`config.mk`:
```
export PLATFORM = sky130hd
export DESIGN_NAME = dtu_stream_decoder
export DESIGN_NICKNAME = d
export VERILOG_FILES = /design/src/rtl/dtu_stream_pkg.sv /design/src/rtl/dtu_sample_unpacker.sv /design/src/rtl/dtu_stream_decoder.sv
export SDC_FILE = /design/constraint.sdc
export NUM_CORES = 1
export LEC_CHECK = 0
export ABC_AREA = 0
export CORE_MARGIN = 2
export CORE_UTILIZATION = 50
export CTS_CLUSTER_DIAMETER = 50
export DETAILED_ROUTE_END_ITERATION = 8
export HOLD_SLACK_MARGIN = 0.1
export PLACE_DENSITY = 0.83
export SETUP_SLACK_MARGIN = 0.5
export SLEW_MARGIN = 15
export SYNTH_ARGS = -nofsm -noshare
export SYNTH_HDL_FRONTEND = slang
export SYNTH_HIERARCHICAL = 1
export SYNTH_SLANG_ARGS = --single-unit
```
`constraint.sdc`:
```
create_clock -name clk_srl -period 7.6 [get_ports clk_srl]
set_input_delay 1.9 -clock clk_srl [delete_from_list [all_inputs] [get_ports clk_srl]]
set_output_delay 1.9 -clock clk_srl [all_outputs]
set_load 0.03 [all_outputs]
```
`src/rtl/dtu_stream_pkg.sv`:
```
// Shared word-type encoding, header constants and classification helpers
// for the LiTe-DTU serial stream decoder.
package dtu_stream_pkg;

    typedef enum logic [3:0] {
        WT_IDLE    = 4'd0,
        WT_BASE5   = 4'd1,
        WT_BASEN   = 4'd2,
        WT_SIG2    = 4'd3,
        WT_SIG1    = 4'd4,
        WT_HEADER  = 4'd5,
        WT_RESET   = 4'd6,
        WT_TRAILER = 4'd7,
        WT_ERROR   = 4'd8,
        WT_RAW     = 4'd9
    } word_type_e;

    typedef enum logic {
        ST_HUNT   = 1'b0,
        ST_LOCKED = 1'b1
    } dec_state_e;

    localparam logic [1:0] HDR_BASE5   = 2'b01;
    localparam logic [1:0] HDR_BASEN   = 2'b10;
    localparam logic [5:0] HDR_SIG2    = 6'b001010;
    localparam logic [6:0] HDR_SIG1    = 7'b0010110;
    localparam logic [6:0] HDR_HEADER  = 7'b0010111;
    localparam logic [3:0] HDR_IDLE    = 4'b1110;
    localparam logic [5:0] HDR_RESET   = 6'b001101;
    localparam logic [3:0] HDR_TRAILER = 4'b1101;

    // hdr is the top byte of the lane-0 word; checks run in priority order.
    function automatic word_type_e classify_word(input logic [7:0] hdr, input logic raw);
        word_type_e t;
        if (raw)                           t = WT_RAW;
        else if (hdr[7:6] == HDR_BASE5)    t = WT_BASE5;
        else if (hdr[7:6] == HDR_BASEN)
            t = (hdr[2:0] >= 3'd1 && hdr[2:0] <= 3'd4) ? WT_BASEN : WT_ERROR;
        else if (hdr[7:2] == HDR_SIG2)     t = WT_SIG2;
        else if (hdr[7:1] == HDR_SIG1)     t = WT_SIG1;
        else if (hdr[7:1] == HDR_HEADER)   t = WT_HEADER;
        else if (hdr[7:4] == HDR_IDLE)     t = WT_IDLE;
        else if (hdr[7:2] == HDR_RESET)    t = WT_RESET;
        else if (hdr[7:4] == HDR_TRAILER)  t = WT_TRAILER;
        else                               t = WT_ERROR;
        return t;
    endfunction

    function automatic logic [2:0] sample_count(input word_type_e t, input logic [2:0] basen_cnt);
        logic [2:0] n;
        case (t)
            WT_BASE5:             n = 3'd5;
            WT_BASEN:             n = basen_cnt;
            WT_SIG2:              n = 3'd2;
            WT_SIG1, WT_HEADER:   n = 3'd1;
            default:              n = 3'd0;
        endcase
        return n;
    endfunction

endpackage

```
`src/rtl/dtu_sample_unpacker.sv`:
```
// Emits the samples of a classified word one per clock, lowest field first,
// starting the cycle after load_i.
module dtu_sample_unpacker (
    input  logic        clk_srl,
    input  logic        rst,
    input  logic        load_i,
    input  logic [29:0] word_i,
    input  logic [3:0]  type_i,
    output logic        sample_valid,
    output logic        sample_gain,
    output logic [11:0] sample_data,
    output logic        sample_is_base
);
    import dtu_stream_pkg::*;

    logic [29:0] word_q;
    logic        base_q;
    logic [2:0]  cnt_q;
    logic [2:0]  fidx_q;

    logic        valid_q, gain_q, is_base_q;
    logic [11:0] data_q;

    logic [29:0] src_word;
    logic        src_base;
    logic [2:0]  src_cnt;
    logic [2:0]  src_idx;
    logic        emit;
    logic        field_gain;
    logic [11:0] field_data;
    logic        load_base;
    logic [2:0]  load_cnt;

    assign load_base = (type_i == WT_BASE5) || (type_i == WT_BASEN);
    assign load_cnt  = sample_count(word_type_e'(type_i), word_i[26:24]);

    // A fresh word bypasses the holding registers so its first sample is not delayed.
    always_comb begin
        src_word   = load_i ? word_i    : word_q;
        src_base   = load_i ? load_base : base_q;
        src_cnt    = load_i ? load_cnt  : cnt_q;
        src_idx    = load_i ? 3'd0      : fidx_q;
        emit       = (src_idx < src_cnt);
        field_gain = 1'b0;
        field_data = '0;
        if (src_base) begin
            case (src_idx)
                3'd0:    field_data = {6'd0, src_word[5:0]};
                3'd1:    field_data = {6'd0, src_word[11:6]};
                3'd2:    field_data = {6'd0, src_word[17:12]};
                3'd3:    field_data = {6'd0, src_word[23:18]};
                default: field_data = {6'd0, src_word[29:24]};
            endcase
        end else if (src_idx == 3'd0) begin
            field_gain = src_word[12];
            field_data = src_word[11:0];
        end else begin
            field_gain = src_word[25];
            field_data = src_word[24:13];
        end
    end

    always_ff @(posedge clk_srl) begin
        if (rst) begin
            word_q    <= '0;
            base_q    <= 1'b0;
            cnt_q     <= '0;
            fidx_q    <= '0;
            valid_q   <= 1'b0;
            gain_q    <= 1'b0;
            data_q    <= '0;
            is_base_q <= 1'b0;
        end else begin
            if (load_i) begin
                word_q <= word_i;
                base_q <= load_base;
                cnt_q  <= load_cnt;
            end
            fidx_q    <= emit ? src_idx + 3'd1 : src_idx;
            valid_q   <= emit;
            gain_q    <= emit ? field_gain : 1'b0;
            data_q    <= emit ? field_data : 12'd0;
            is_base_q <= emit ? src_base : 1'b0;
        end
    end

    assign sample_valid   = valid_q;
    assign sample_gain    = gain_q;
    assign sample_data    = data_q;
    assign sample_is_base = is_base_q;

endmodule

```
`src/rtl/dtu_stream_decoder.sv`:
```
// LiTe-DTU serial receiver: hunts for the idle sync byte on lane 0, deserialises
// all lanes into words, classifies lane-0 words and keeps frame/error counters.
module dtu_stream_decoder #(
    parameter int         NUM_LANES = 4,
    parameter int         WORD_W    = 32,
    parameter logic [7:0] IDLE_DTU  = 8'b00110101,
    parameter logic [7:0] IDLE_ATM  = 8'b01011010,
    parameter int         LOCK_MISS = 4,
    parameter int         CNT_W     = 16
) (
    input  logic                        clk_srl,
    input  logic                        rst,
    input  logic [NUM_LANES-1:0]        ser_in,
    input  logic                        test_enable,
    input  logic                        calibration_busy,
    output logic                        locked,
    output logic                        word_valid,
    output logic [NUM_LANES*WORD_W-1:0] word_data,
    output logic [3:0]                  word_type,
    output logic                        sample_valid,
    output logic                        sample_gain,
    output logic [11:0]                 sample_data,
    output logic                        sample_is_base,
    output logic [CNT_W-1:0]            frame_count,
    output logic [CNT_W-1:0]            error_count
);
    import dtu_stream_pkg::*;

    localparam int IDX_W  = $clog2(WORD_W);
    localparam int MISS_W = $clog2(LOCK_MISS + 1);

    dec_state_e         state_q, state_d;
    logic [IDX_W-1:0]   idx_q;
    logic [MISS_W-1:0]  miss_q;
    logic               word_valid_q;
    word_type_e         word_type_q;
    logic [CNT_W-1:0]   frame_q, error_q;

    logic [6:0]         sr_lane0;
    logic [WORD_W-1:1]  word_lane0;
    logic [7:0]         sync_byte;
    logic               hunt_match, word_done, miss_hit;
    word_type_e         done_type;

    assign sync_byte  = test_enable ? IDLE_ATM : IDLE_DTU;
    assign hunt_match = (state_q == ST_HUNT) && ({sr_lane0, ser_in[0]} == sync_byte);
    assign word_done  = (state_q == ST_LOCKED) && (idx_q == '0);
    assign done_type  = classify_word(word_lane0[WORD_W-1 -: 8], test_enable | calibration_busy);
    assign miss_hit   = word_done && (done_type == WT_ERROR) && (miss_q == MISS_W'(LOCK_MISS - 1));

    // The sync byte becomes the top byte of the first word on every lane.
    for (genvar gi = 0; gi < NUM_LANES; gi++) begin : g_lane
        logic [6:0]        sr_q;
        logic [WORD_W-1:1] word_q;
        logic [WORD_W-1:0] out_q;

        always_ff @(posedge clk_srl) begin
            if (rst) begin
                sr_q   <= '0;
                word_q <= '0;
                out_q  <= '0;
            end else if (state_q == ST_HUNT) begin
                sr_q <= {sr_q[5:0], ser_in[gi]};
                if (hunt_match)
                    word_q[WORD_W-1 -: 8] <= {sr_q, ser_in[gi]};
            end else begin
                if (idx_q != '0)
                    word_q[idx_q] <= ser_in[gi];
                else
                    out_q <= {word_q, ser_in[gi]};
                if (miss_hit)
                    sr_q <= '0;
            end
        end

        assign word_data[gi*WORD_W +: WORD_W] = out_q;

        if (gi == 0) begin : g_tap
            assign sr_lane0   = sr_q;
            assign word_lane0 = word_q;
        end
    end

    always_comb begin
        state_d = state_q;
        case (state_q)
            ST_HUNT:   if (hunt_match) state_d = ST_LOCKED;
            ST_LOCKED: if (miss_hit)   state_d = ST_HUNT;
            default:   state_d = ST_HUNT;
        endcase
    end

    always_ff @(posedge clk_srl) begin
        if (rst) begin
            state_q      <= ST_HUNT;
            idx_q        <= '0;
            miss_q       <= '0;
            word_valid_q <= 1'b0;
            word_type_q  <= WT_IDLE;
            frame_q      <= '0;
            error_q      <= '0;
        end else begin
            state_q      <= state_d;
            word_valid_q <= word_done;
            if (hunt_match)
                idx_q <= IDX_W'(WORD_W - 9);
            else if (state_q == ST_LOCKED)
                idx_q <= (idx_q == '0) ? IDX_W'(WORD_W - 1) : idx_q - 1'b1;
            if (word_done) begin
                word_type_q <= done_type;
                if (done_type == WT_ERROR) begin
                    miss_q <= miss_hit ? '0 : miss_q + 1'b1;
                    if (error_q != '1) error_q <= error_q + 1'b1;
                end else begin
                    miss_q <= '0;
                end
                if (done_type == WT_TRAILER && frame_q != '1)
                    frame_q <= frame_q + 1'b1;
            end
        end
    end

    dtu_sample_unpacker u_unpacker (
        .clk_srl        (clk_srl),
        .rst            (rst),
        .load_i         (word_valid_q),
        .word_i         (word_data[29:0]),
        .type_i         (word_type_q),
        .sample_valid   (sample_valid),
        .sample_gain    (sample_gain),
        .sample_data    (sample_data),
        .sample_is_base (sample_is_base)
    );

    assign locked      = (state_q == ST_LOCKED);
    assign word_valid  = word_valid_q;
    assign word_type   = word_type_q;
    assign frame_count = frame_q;
    assign error_count = error_q;

endmodule
```
Word-level counts from Yosys, hierarchy flattened
Cells that the tools add are included.
{"block": "word_totals", "register_bits": 378, "in_bits": 8, "output_inout_bits": 181, "word_cells": 143}
{"block": "classes", "n_addsub": 5, "order_cmp": 5, "eq_ne": 24, "muxes": 52, "bitwise_logic": 4, "reduce_logical": 21}
{"operator": "bitwise mux 31 bit", "count": 4}
{"operator": "2-to-1 mux 31 bit", "count": 4}
{"operator": "2-to-1 mux 8 bit", "count": 8}
{"operator": "2-to-1 mux 7 bit", "count": 6}
{"operator": "2-to-1 mux 4 bit", "count": 10}
{"operator": "adder 16 x 1 -> 16 bit (second input constant)", "count": 2}
{"operator": "inequality test 16 bit (second input constant)", "count": 2}
{"operator": "2-to-1 mux 30 bit", "count": 1}
{"operator": "2-to-1 mux 12 bit", "count": 2}
{"operator": "one-hot mux 6 bit (4 select lines)", "count": 1}
{"operator": "2-to-1 mux 3 bit", "count": 5}
{"operator": "2-to-1 mux 5 bit", "count": 3}
{"operator": "== test 7 x 5 -> 1 bit (second input constant)", "count": 2}
{"operator": "== test 4 x 3 -> 1 bit (second input constant)", "count": 3}
{"operator": "== test 4 bit (second input constant)", "count": 3}
{"operator": "== test 6 x 4 -> 1 bit (second input constant)", "count": 2}
{"operator": "one-hot mux 3 bit (4 select lines)", "count": 1}
{"operator": "== test 3 x 2 -> 1 bit (second input constant)", "count": 3}
{"operator": "== test 4 x 2 -> 1 bit (second input constant)", "count": 2}
{"operator": "== test 8 x 7 -> 1 bit", "count": 1}
{"operator": "AND reduction 2 bit", "count": 4}
{"operator": "logical AND 1 bit", "count": 7}
{"operator": "adder 3 x 1 -> 3 bit (second input constant)", "count": 2}
{"operator": "less-than comparator 5 x 6 -> 1 bit (second input constant)", "count": 1}
{"operator": "other kinds (23)", "count": 32}

Depth between registers and ports, before layout
Gate-level depths: netlist (run 1).
{"block": "depth", "word_depth": 15, "depth_mapped": 11, "depth_no_buf": 9}

By module
The synthesis (run 1) kept the hierarchy.
{"module": "dtu_stream_decoder", "n_inst": 1, "cells_each": 1495, "area_per_inst_um2": 12633.4, "seq_area_each_um2": 6526.3}
{"module": "dtu_sample_unpacker", "n_inst": 1, "cells_each": 300, "area_per_inst_um2": 2748.9, "seq_area_each_um2": 1041.0}

Least setup slack after synthesis (run 1)
Ideal clock, no wire load.
{"block": "synth_path", "kind": "input to register", "startpoint": "input test_enable", "endpoint": "register error_q[4] (netlist: error_count[4])", "setup_time_ns": 0.121, "arrival_time_ns": 3.557, "required_ns": 7.479, "path_slack_ns": 3.922, "stages": 5, "n_path_buf": 0, "cell_sequence": "or2_2 > or4_4 > nor4b_2 > and3_1 > mux2_2"}
{"block": "synth_between", "elab_chain_len": 4}
{"item": "start: declaration", "line": "dtu_stream_decoder.sv:14", "text": "input logic test_enable,"}
{"item": "bitwise OR 1 bit", "line": "dtu_stream_decoder.sv:48", "text": "assign done_type = classify_word(word_lane0[WORD_W-1 -: 8], test_enable | calibration_busy);"}
{"item": "2-to-1 mux 4 bit", "line": "dtu_stream_pkg.sv:35", "text": "if (raw) t = WT_RAW;"}
{"item": "== test 4 bit", "line": "dtu_stream_decoder.sv:111", "text": "if (done_type == WT_ERROR) begin"}
{"item": "AND reduction 3 bit (no source line)"}
{"item": "end signal: assignment", "line": "dtu_stream_decoder.sv:113", "text": "if (error_q != '1) error_q <= error_q + 1'b1;"}
{"item": "end: declaration", "line": "dtu_stream_decoder.sv:37", "text": "logic [CNT_W-1:0] frame_q, error_q;"}
Every way passes these cells.
A chain may end at the register's enable or synchronous reset.

Final worst setup path (run 1)
{"block": "layout_path", "startpoint": "register state_q (netlist: locked)", "endpoint": "output locked"}
{"item": "start: declaration", "line": "dtu_stream_decoder.sv:32", "text": "dec_state_e state_q, state_d;"}
{"item": "start signal: assignment", "line": "dtu_stream_decoder.sv:103", "text": "state_q <= state_d;"}
{"item": "end: declaration", "line": "dtu_stream_decoder.sv:16", "text": "output logic locked,"}
No word-level cell between the ends.

==> results of run 1 <==
[layout make-up]
class | instances | area (sq um)
fillers | 2552 | 11800
clock inverters | 13 | 113
flip-flops and latches | 378 | 7570
clock buffers | 59 | 1150
well taps | 396 | 495
multi-input cells | 1264 | 7210
inverters | 14 | 52.6
repair buffers | 204 | 2010
[layer usage]
| layer | part of all wire | track usage |
|---|---|---|
| met1 | 0.44 | 0.346 |
| met2 | 0.46 | 0.396 |
| met3 | 0.076 | 0.0454 |
| met4 | 0.024 | 0.0767 |
| met5 | 0 | 0 |
[logic make-up after synthesis]
logic type / Yosys count / synth area share
AO/OA/AOI/OAI: 405 / 0.168
flip-flops: 378 / 0.492
AND/OR/NAND/NOR: 738 / 0.219
multiplexers: 92 / 0.0610
XOR/XNOR: 14 / 0.00797
adder cells (fa/ha/maj): 15 / 0.0122
buffers and inverters: 153 / 0.0403
[sequential cells by signal (all words and copies together), names as in the netlist, 3 cells and up]
| signal | flops |
|---|---|
| u_unpacker/fidx_q | 3 |
| g_lane.word_q | 124 |
| u_unpacker/word_q | 30 |
| frame_count | 16 |
| error_count | 16 |
| word_type | 4 |
| g_lane.sr_q | 28 |
| g_lane.out_q | 128 |
| idx_q | 5 |
| u_unpacker/cnt_q | 3 |
| miss_q | 3 |
| u_unpacker/sample_data | 12 |
[worst paths after layout]
| kind | startpoint | to | slack [ps] |
|---|---|---|---|
| hold reg to reg | g_lane[3].word_q[21] | g_lane[3].out_q[21] | 450 |
| setup reg to reg | word_valid | u_unpacker/sample_data[9] | 3580 |
| hold / removal | g_lane[3].word_q[21] | g_lane[3].out_q[21] | 450 |
| setup / recovery | locked | locked | 3480 |
[cell usage after synthesis, drive strengths merged (20+ instances only)]
cell type	n	area share
a21oi	215	0.070
and2	20	0.0081
nor2	169	0.042
clkbuf	109	0.027
o21ai	50	0.016
nand3	55	0.018
mux2i	78	0.051
buf	30	0.010
nand2	365	0.089
a22o	28	0.016
a311oi	25	0.015
dfxtp	378	0.49
[per-stage QoR]
stage	utilization	instances	hold WS (ps)	setup slack, ps	instance area, sq um
floorplan	-	1795	431	3920	15400
global placement	0.570	2256	440	2960	17300
detailed placement	0.570	2256	444	2900	17300
CTS	0.611	2328	455	3440	18600
global route	0.611	2328	469	3240	18600
finish	0.611	2328	450	3480	18600
[report_power, final]
part | internal, mW | switching (mW) | total [mW]
Combinational | 0.0121 | 0.0485 | 0.0607
Clock | 1.09 | 0.785 | 1.88
Sequential | 1.98 | 0.00313 | 1.99
==> metrics.csv, run 1 <==
metric;value;unit
outcome;complete, no violations;
DRT iter0 DRCs;1490;
crit-path leading delay family;flip-flops;
Die Wd;179;um
startpoint types;flop;
die area;32200;sq um
Yosys Warn Count;6;
layout cells sized above 1;0.0637;
HPWL after DPL;26.6;mm
maxcap violations;0;
most common cell after layout, fill and taps aside;dfxtp_1;
total CTS buffers;40;
worst-margin pin slew;1150;ps
gr usage total;0.249;
overall die height;179;um
# IOs;189;
Worst EP required;5700;ps
Congestion Overflow GR;0;
fin nets;1925;
Critical Path AT;2220;ps
commonest cells after routing, fill and taps aside;dfxtp_1 (377), nand2_1 (365), a21oi_1 (215);
Buffers on Ports;188;
First-pass DRT Iterations;6;
Clock Latency Late Sink;530;ps
Worst VDD drop;0.179;mV
clock sink count;378;
Final Skew;13.6;ps
Synth Instances;1795;
final setup fails;0;
Synth Flop Type;dfxtp_1;
power per cell area;211;nW/um^2
Area Growth Syn to Fin;20.9;%
leak pwr;6.20;nW
initial antenna violation count;0;
average size of a mapped cell;8.57;sq um
Final min period;4120;ps
post-synthesis sequential area ratio;0.492;
CTS tree;built;
largest net degree at the start of global routing;171;
PostCTS Resize Cnt;0;
critical path depth;1;
Slew Viols, Final;0;
Max H-tree Level;2;
n_diodes;0;
CP Cell Sequence;clkdlybuf4s50_1;
# DRC;0;
Core ar.;30400;sq um
crit path max-delay cell type;dfxtp_1;
Post-synth ARST share;0;
Routed WL per cell;18.0;um
worst path bufs/invs;1;
worst hold-check path type;reg -> reg;
TNS Setup;0;ps
clk root buf;clkbuf_16;
Routed WL;41.8;mm
CP max stage delay;880;ps
Power Total;3.93;mW
Setup crit end kind;output port;
hold path cells;2;
Worst-path clk slew;60;ps
RSZ-0062 raised after global routing;false;
#FFs+latches synth;378;
hold bufs inserted after CTS;0;
vias in the first global route;12800;
critical path type;reg -> out;
global-route wire length before repair;67.0;mm
FF-to-FF path depth;7;
Mapped Nets;1818;
post-route ant nets;0;
Fin. Hold Viols;0;
post-synthesis cell type count;77;
fmax;243;MHz
clk buf depth;3;
post-DR vias/cell;5.82;
Mapped Area;15400;sq um
Final Wtd Congestion;0.896;
setup bufs post-CTS;0;
Vias;13600;
Max-slew headroom;0.234;
Final period util;0.542;
crit path max fanout;22;
# rows;64;
Post-synth EDFFs;0;
initial core utilization;0.506;
(Power assumes the default switching activity.)
==> run 2: changes to the inputs <==
- clock period: 7.6 -> 4.3 ns (I/O delays scaled with it)
==> metrics.csv, run 2 (synthesis results as in run 1) <==
metric;value;unit;change
outcome;complete, no violations;;
Core ar.;30400;sq um;unchanged
worst-margin pin slew;1050;ps;-94.0 ps
worst hold-check path type;reg -> reg;;
startpoint types;flop;;
Setup crit end kind;flop;;
PostCTS Resize Cnt;0;;unchanged
First-pass DRT Iterations;6;;unchanged
max reg flops;128;;unchanged
gr usage total;0.249;;-0.000546
crit path max-delay cell type;or3_4;;
RSZ-0062 raised after global routing;false;;
post-route ant nets;0;;unchanged
clk buf depth;3;;unchanged
total CTS buffers;40;;unchanged
Congestion Overflow GR;0;;unchanged
Area Growth Syn to Fin;21.5;%;
Routed WL per cell;18.0;um;about the same
power per cell area;373;nW/um^2;+77%
most common cell after layout, fill and taps aside;dfxtp_1;;
Slew Viols, Final;0;;unchanged
Filler Cells Inserted;2578;;+1.0%
largest net degree at the start of global routing;141;;-18%
CTS tree;built;;
Die Wd;179;um;unchanged
Routed WL;41.9;mm;+0.21%
Power Total;6.97;mW;+78%
met2 Resource Use GR;0.389;;-0.00659
critical path type;reg -> reg;;
crit path max fanout;56;;+150%
Max-slew headroom;0.297;;+0.0629
layout cells sized above 1;0.0646;;+0.000935
Cell Count, Final, Fillers Out;2331;;+0.13%
# rows;64;;unchanged
area post-placement;17400;sq um;+0.48%
global-route wire length before repair;66.7;mm;-0.36%
Worst EP required;4710;ps;-990 ps
Final min period;3230;ps;
Worst VDD drop;0.259;mV;+45%
maxcap violations;0;;unchanged
overall die height;179;um;unchanged
Buffers on Ports;188;;unchanged
fmax;309;MHz;
vias in the first global route;12600;;-1.4%
initial core utilization;0.506;;unchanged
Final Skew;29.3;ps;+15.7 ps
# DRC;0;;unchanged
Fin. Hold Viols;0;;unchanged
post-DR vias/cell;5.82;;about the same
met3 usage;0.0429;;-0.00243
# IOs;189;;unchanged
fin nets;1931;;+0.31%
Vias;13600;;+0.052%
Final Wtd Congestion;0.870;;-2.9%
hold bufs inserted after CTS;0;;unchanged
DRT iter0 DRCs;1330;;-11%
CP max stage delay;670;ps;-210 ps
placed cells;2262;;+0.27%
Max H-tree Level;2;;unchanged
setup bufs post-CTS;0;;unchanged
commonest cells after routing, fill and taps aside;dfxtp_1 (377), nand2_1 (365), a21oi_1 (215);;
HPWL after DPL;27.4;mm;+2.8%
Worst-path clk slew;70;ps;about the same
Final period util;0.752;;
design area;18700;sq um;+0.46%
most flop-heavy register;g_lane.out_q;;
clock sink count;378;;unchanged
gr busiest metal;met2;;
TNS Setup;0;ps;unchanged
die area;32200;sq um;unchanged
leak pwr;6.23;nW;+0.55%
Clock Latency Late Sink;540;ps;about the same
initial antenna violation count;0;;unchanged
final setup fails;0;;unchanged
largest registers;g_lane.out_q x128, g_lane.word_q x124, u_unpacker/word_q x30;;
clk root buf;clkbuf_16;;
n_diodes;0;;unchanged
CP Cell Sequence;inv_1 > ha_1 > nand3b_1 > or3_4 > or4_4 > nor4b_2 > and3_1 > mux2_2;;
M1 GR Usage;0.349;;+0.00311
Critical Path AT;3640;ps;+1420 ps
## run 2: where the power goes
| group | switching, mW | internal (mW) | total [mW] | leakage, nW |
|---|---|---|---|---|
| registers | 0.00611 | 3.51 | 3.51 | 3.05 |
| logic | 0.0864 | 0.0244 | 0.111 | 2.57 |
| clock network | 1.37 | 1.98 | 3.35 | 0.613 |
## run 2: worst max-delay path: cells and delay by family, from the launching register on
family        cells  cell delay [ps]
flops             1              370
fa+ha+maj         1              310
mux               1              320
buf+inv           1              130
simple gates      5             1970
## run 2: area by class of cell
class | instances | area, sq um | share of cell area
sequential | 378 | 7570 | 0.405
clock inverter | 10 | 119 | 0.00636
clock buffer | 59 | 1150 | 0.0617
multi-input combinational | 1264 | 7210 | 0.386
timing repair buffer | 210 | 2090 | 0.112
inverter | 14 | 52.6 | 0.00281
tap | 396 | 495 | 0.0265
## run 2: metrics by stage
| step | worst slack [ps] | utilization | hold slack [ps] |
|---|---|---|---|
| 4_1_cts | 1100 | 0.614 | 439 |
| 2_1_floorplan | 1450 | - | 431 |
| 3_3_place_gp | 891 | 0.572 | 441 |
| 3_5_place_dp | 772 | 0.572 | 446 |
| 6_report | 1070 | 0.614 | 437 |
| 5_1_grt | 949 | 0.614 | 470 |
## run 2: worst paths after layout
check | from | end | slack, ps | cells after the start
setup / recovery | idx_q[0] | error_count[4] | 1070 | 8
hold / removal | g_lane[2].word_q[23] | g_lane[2].out_q[23] | 440 | 2
setup reg to reg | idx_q[0] | error_count[4] | 1070 | 8
hold reg to reg | g_lane[2].word_q[23] | g_lane[2].out_q[23] | 440 | 2
## run 2: per-layer routing
layer  vias up  wire length (um)
li1       6456                 -
met1      6474             18800
met2       550             18900
met3        84              3100
met4         0              1130
met5         -                 0
